[src/rtl/mem_sched_pkg.sv]
// Shared definitions for the memory-port scheduler: FSM encoding,
// requester indices and the one-hot to index helper.
package mem_sched_pkg;

    localparam int NUM_REQ = 3;

    // Requester indices into the request / grant vectors
    localparam logic [1:0] REQ_ROM = 2'd0;
    localparam logic [1:0] REQ_RD  = 2'd1;
    localparam logic [1:0] REQ_WR  = 2'd2;

    typedef enum logic {
        IDLE   = 1'b0,
        ACCESS = 1'b1
    } state_t;

    // Convert a one-hot winner into the requester index stored as last owner
    function automatic logic [1:0] onehot_to_idx(input logic [NUM_REQ-1:0] oh);
        if (oh[REQ_WR]) begin
            return REQ_WR;
        end else if (oh[REQ_RD]) begin
            return REQ_RD;
        end else begin
            return REQ_ROM;
        end
    endfunction

endpackage

[src/rtl/mem_sched_arb.sv]
// Three-way round-robin picker: the search starts just after the last owner,
// wraps 0->1->2->0, and ignores any masked requester.
module rr_arb3
    import mem_sched_pkg::*;
(
    input  logic [NUM_REQ-1:0] req,
    input  logic [1:0]         ptr,
    input  logic [NUM_REQ-1:0] mask,
    output logic [NUM_REQ-1:0] winner,
    output logic               valid
);

    logic [NUM_REQ-1:0] eligible;
    logic [1:0]         ord0;
    logic [1:0]         ord1;
    logic [1:0]         ord2;

    assign eligible = req & ~mask;

    // Derive the search order from the last owner; ptr=3 never occurs
    always_comb begin
        case (ptr)
            REQ_ROM: begin
                ord0 = REQ_RD;
                ord1 = REQ_WR;
                ord2 = REQ_ROM;
            end
            REQ_RD: begin
                ord0 = REQ_WR;
                ord1 = REQ_ROM;
                ord2 = REQ_RD;
            end
            default: begin
                ord0 = REQ_ROM;
                ord1 = REQ_RD;
                ord2 = REQ_WR;
            end
        endcase
    end

    // First eligible requester in search order wins
    always_comb begin
        winner = '0;
        valid  = 1'b0;
        if (eligible[ord0]) begin
            winner[ord0] = 1'b1;
            valid        = 1'b1;
        end else if (eligible[ord1]) begin
            winner[ord1] = 1'b1;
            valid        = 1'b1;
        end else if (eligible[ord2]) begin
            winner[ord2] = 1'b1;
            valid        = 1'b1;
        end
    end

endmodule

[src/rtl/mem_sched.sv]
// Round-robin scheduler for the shared memory port. Each grant lasts ACC_CYC
// cycles; re-arbitration on the last cycle gives back-to-back accesses.
module mem_sched
    import mem_sched_pkg::*;
#(
    parameter int ACC_CYC = 2,
    parameter int CNT_W   = 4
) (
    input  logic clk,
    input  logic reset,
    input  logic rom_rd,
    input  logic ram_rd,
    input  logic ram_wr,
    output logic rom_garant,
    output logic ram_garant_rd,
    output logic ram_garant_wr,
    output logic acc_done,
    output logic pause_READ,
    output logic pause_DECODE,
    output logic pause_WRITE,
    output logic busy
);

    localparam logic [CNT_W-1:0] CNT_LOAD = CNT_W'(ACC_CYC - 1);

    state_t             state_q;
    state_t             state_d;
    logic [CNT_W-1:0]   cnt_q;
    logic [CNT_W-1:0]   cnt_d;
    logic [1:0]         ptr_q;
    logic [1:0]         ptr_d;
    logic [NUM_REQ-1:0] gnt_q;
    logic [NUM_REQ-1:0] gnt_d;

    logic [NUM_REQ-1:0] req_vec;
    logic [NUM_REQ-1:0] arb_mask;
    logic [NUM_REQ-1:0] win;
    logic               win_vld;
    logic               last_cyc;

    assign req_vec  = {ram_wr, ram_rd, rom_rd};
    assign last_cyc = (state_q == ACCESS) && (cnt_q == '0);
    // The current owner never wins its own follow-on slot
    assign arb_mask = (state_q == ACCESS) ? gnt_q : '0;

    rr_arb3 u_arb (
        .req    (req_vec),
        .ptr    (ptr_q),
        .mask   (arb_mask),
        .winner (win),
        .valid  (win_vld)
    );

    // State, counter, last-owner pointer and grant registers
    always_ff @(posedge clk or negedge reset) begin
        if (!reset) begin
            state_q <= IDLE;
            cnt_q   <= '0;
            ptr_q   <= REQ_WR;
            gnt_q   <= '0;
        end else begin
            state_q <= state_d;
            cnt_q   <= cnt_d;
            ptr_q   <= ptr_d;
            gnt_q   <= gnt_d;
        end
    end

    // Next state: arbitrate when idle or on the last access cycle
    always_comb begin
        state_d = state_q;
        cnt_d   = cnt_q;
        ptr_d   = ptr_q;
        gnt_d   = gnt_q;
        case (state_q)
            IDLE: begin
                if (win_vld) begin
                    state_d = ACCESS;
                    gnt_d   = win;
                    cnt_d   = CNT_LOAD;
                    ptr_d   = onehot_to_idx(win);
                end
            end
            ACCESS: begin
                if (!last_cyc) begin
                    cnt_d = cnt_q - CNT_W'(1);
                end else if (win_vld) begin
                    gnt_d = win;
                    cnt_d = CNT_LOAD;
                    ptr_d = onehot_to_idx(win);
                end else begin
                    state_d = IDLE;
                    gnt_d   = '0;
                    cnt_d   = '0;
                end
            end
            default: begin
                state_d = IDLE;
                gnt_d   = '0;
                cnt_d   = '0;
            end
        endcase
    end

    // Outputs: grants from registers, pauses follow requests directly
    always_comb begin
        rom_garant    = gnt_q[REQ_ROM];
        ram_garant_rd = gnt_q[REQ_RD];
        ram_garant_wr = gnt_q[REQ_WR];
        acc_done      = last_cyc;
        busy          = |gnt_q;
        pause_READ    = rom_rd & ~gnt_q[REQ_ROM];
        pause_DECODE  = ram_rd & ~gnt_q[REQ_RD];
        pause_WRITE   = ram_wr & ~gnt_q[REQ_WR];
    end

endmodule

[config.mk]
export PLATFORM = sky130hd
export DESIGN_NAME = mem_sched
export DESIGN_NICKNAME = d
export VERILOG_FILES = /design/src/rtl/mem_sched_pkg.sv /design/src/rtl/mem_sched_arb.sv /design/src/rtl/mem_sched.sv
export SDC_FILE = /design/constraint.sdc
export NUM_CORES = 1
export LEC_CHECK = 0
export CAP_MARGIN = 20
export CORE_MARGIN = 2
export CORE_UTILIZATION = 44
export DETAILED_ROUTE_END_ITERATION = 8
export PLACE_DENSITY = 0.72
export SETUP_SLACK_MARGIN = 0.5
export SYNTH_ARGS = -nofsm -noshare
export SYNTH_HDL_FRONTEND = slang
export SYNTH_HIERARCHICAL = 1
export SYNTH_SLANG_ARGS = --single-unit
[constraint.sdc]
create_clock -name clk -period 2.05 [get_ports clk]
set_input_delay 0.3075 -clock clk [delete_from_list [all_inputs] [get_ports clk]]
set_output_delay 0.3075 -clock clk [all_outputs]
set_load 0.005 [all_outputs]
==> qor.csv <==
stage,metric,value,unit
status,status,finished clean,
cells_and_area,n_antenna_cell,0,
yosys,yosysWarnings,6,
yosys,yosysTopAreaCellShare,33.5,%
yosys,ys_ff_latch,10,
yosys,synth_ff_type,dfrtp_1,
placement,io_buffers,12,
yosys,netlist_instances,66,
sta,worst_pin_slew,549,ps
setup_path,regToRegSetupSlack,260,ps
global_route,use_met3,6.38,%
yosys,yosys-top-cells-count,"dfrtp_1, nor2_1, nor2b_1",
floorplanning,start_util,45.7,%
cells_and_area,drive_above_1_share,46.0,%
setup_path,arrival,1950,ps
setup_path,end_kind,register,
global_route,grt_pass1_wl,2620,um
power_and_ir_drop,p_per_area,1340,nW/um^2
setup_path,cp_max_fo,3,
setup_path,critical_path_class,primary input to register,
power_and_ir_drop,leakagePower,0.520,nW
yosys,syn_area_per_cell,10.2,um^2
cells_and_area,stdcell_area,1080,um^2
placement,dp_slack,54.2,ps
clock_tree,hold_buffers,0,
cells_and_area,multi_input_area,478,um^2
setup_path,worstPathRequired,2200,ps
clock_tree,cts_root_buffer,clkbuf_4,
global_route,grt_pass1_vias,596,
power_and_ir_drop,power,1.44,mW
sta,fin_ws,246,ps
sta,rsz0062_at_grt,true,
detailed_routing,drtIter0Drc,13,
detailed_routing,route.detailed.drc,0,
placement,postPlaceCellArea,845,um^2
detailed_routing,wl_per_cell,15.9,um
yosys,async_flop_share,100,%
min_path,worstHoldPathType,primary input to asynchronous set/reset pin,
sta,period_share,88.0,%
sta,skew,5.95,ps
global_route,antenna_found_initial,0,
global_route,grtUsageTotal,19.2,%
floorplanning,ios,13,
placement,gp_congestion,0.785,
power_and_ir_drop,vdd_ir_drop_max,0.726,mV
global_route,grt_busiest_layer,met2,
run,maxCapViolations,0,
global_route,grt_overflow,0,
floorplanning,die_y,43.1,um
cells_and_area,regArea,251,um^2
floorplanning,design.die.area,1860,um^2
cells_and_area,area_growth,59.9,%
yosys,synth_most_common_cell,dfrtp_1,
setup_path,reg2regPathDepth,6,
yosys,synth_area,673,um^2
yosys,synthesis.nets,72,
detailed_routing,firstDrtPassIters,4,
clock_tree,cts_sinks,10,
sta,hold_viol,0,
setup_path,timing.rr.start,gnt_q[1],
clock_tree,htreeDepth,1,
sta,setup_violations,0,
floorplanning,coreArea,1470,um^2
sta,finalCriticalPeriod,1800,ps
cells_and_area,nets,107,
yosys,synth_edf_count,0,
global_route,grt_max_degree,11,
sta,fmax,554,MHz
clock_tree,clkLatencyLatePin,260,ps
clock_tree,cts_tree,built,
detailed_routing,vias_per_cell,5.32,
global_route,use_met1,25.8,%
placement,dpl.hpwl,1030,um
clock_tree,cts_buffer_depth,2,
global_route,met2_usage,29.3,%
detailed_routing,ant_nets,0,
setup_path,reg2reg_to,gnt_q[0],
sta,max_slew_margin,63.1,%
yosys,synth_cell_types,34,
yosys,seq_area_frac_synth,37.4,%
yosys,synth_area_leaders,"dfrtp_1, nor2b_1, a221o_1, mux2i_1, dfstp_2",
detailed_routing,vias,617,
sta,maxSlewViolCount,0,
setup_path,cp-start-kind,primary input,
clock_tree,path_clk_slew,60,ps
cells_and_area,nFillCells,108,
yosys,yosys.area.top_type,dfrtp_1,
sta,tns,0,ps
floorplanning,num_rows,14,
clock_tree,cts_buffers,3,
floorplanning,die_w,43.1,um
detailed_routing,wirelength,1840,um
[how the worst max path moves through the flow]
stage	start	end	slack, ps	cells after the start
global route	gnt_q[1]	gnt_q[0]	210	6
CTS	state_q	gnt_q[0]	290	6
finish	ram_rd	gnt_q[0]	250	6
floorplan	state_q	gnt_q[0]	220	7
detailed placement	ram_rd	gnt_q[0]	50	6
global placement	ram_rd	gnt_q[0]	80	6
[cell usage in the layout, fill, tap and decap left out, types with 2 or more instances in the layout]
cell type         n
nor2_1            5
inv_2             2
buf_6             5
clkbuf_4          3
dfrtp_1           9
a221o_1           3
nand2b_4          3
or3_1             2
nor2b_1           5
clkdlybuf4s50_1   3
buf_2             2
mux2_4            2
nor3b_2           2
buf_4            14
nand2_1           2
dlygate4sd2_1     6
and2_4            3
mux2i_1           3
[per-stage QoR]
step | std cells | util, % | hold slack, ps
floorplan | 66 | - | 11.9
global placement | 95 | 57.4 | 517
detailed placement | 95 | 57.4 | 518
CTS | 109 | 65.1 | 360
global route | 116 | 73.1 | 384
finish | 116 | 73.1 | 356
[layout make-up]
class / count / share of cell area, %
Timing Repair Buffer: 32 / 26.2
Clock buffer: 4 / 2.44
Tap cell: 16 / 1.86
Sequential cell: 10 / 23.4
Multi-Input combinational cell: 50 / 44.4
Inverter: 4 / 1.74
[report_power, final]
part	switching [mW]	internal, mW
sequential	0.0900	0.284
combinational	0.359	0.569
clock	0.0621	0.0750
total	0.511	0.928
[critical path: stages]
cell and delay, ps:
clkdlybuf4s50_1 540, or4b_4 490, nor3b_2 180, mux2i_1 130
nor2_1 60, a221o_1 250
[what timing repair did]
item,in CTS,in global routing
endpoints found under the setup margin,13,11
setup buffers,10,7
resized for setup,18,18
pin swaps,2,5
[logic make-up (layout without fill, tap and decap cells)]
kind of cell | Yosys count | after routing | share of synthesized area, %
AO/OA/AOI/OAI | 11 | 11 | 14.9
buffers and inverters | 6 | 40 | 3.90
AND/OR/NAND/NOR | 32 | 32 | 32.0
flip-flops | 10 | 10 | 37.4
adder cells (fa/ha/maj) | 1 | 1 | 1.86
multiplexers | 6 | 6 | 10.0
[per-layer routing]
| metal | part of all wire [%] | vias to the layer above |
|---|---|---|
| li1 | - | 311 |
| met1 | 45 | 291 |
| met2 | 51 | 15 |
| met3 | 3.9 | 0 |
| met4 | 0 | 0 |
| met5 | 0 | - |
[flip-flops by register name, summed over array words and instances (netlist names)]
signal	count
cnt_q	4
state_q	1
gnt_q	3
ptr_q	2
Power figures use the tool's default switching activity.
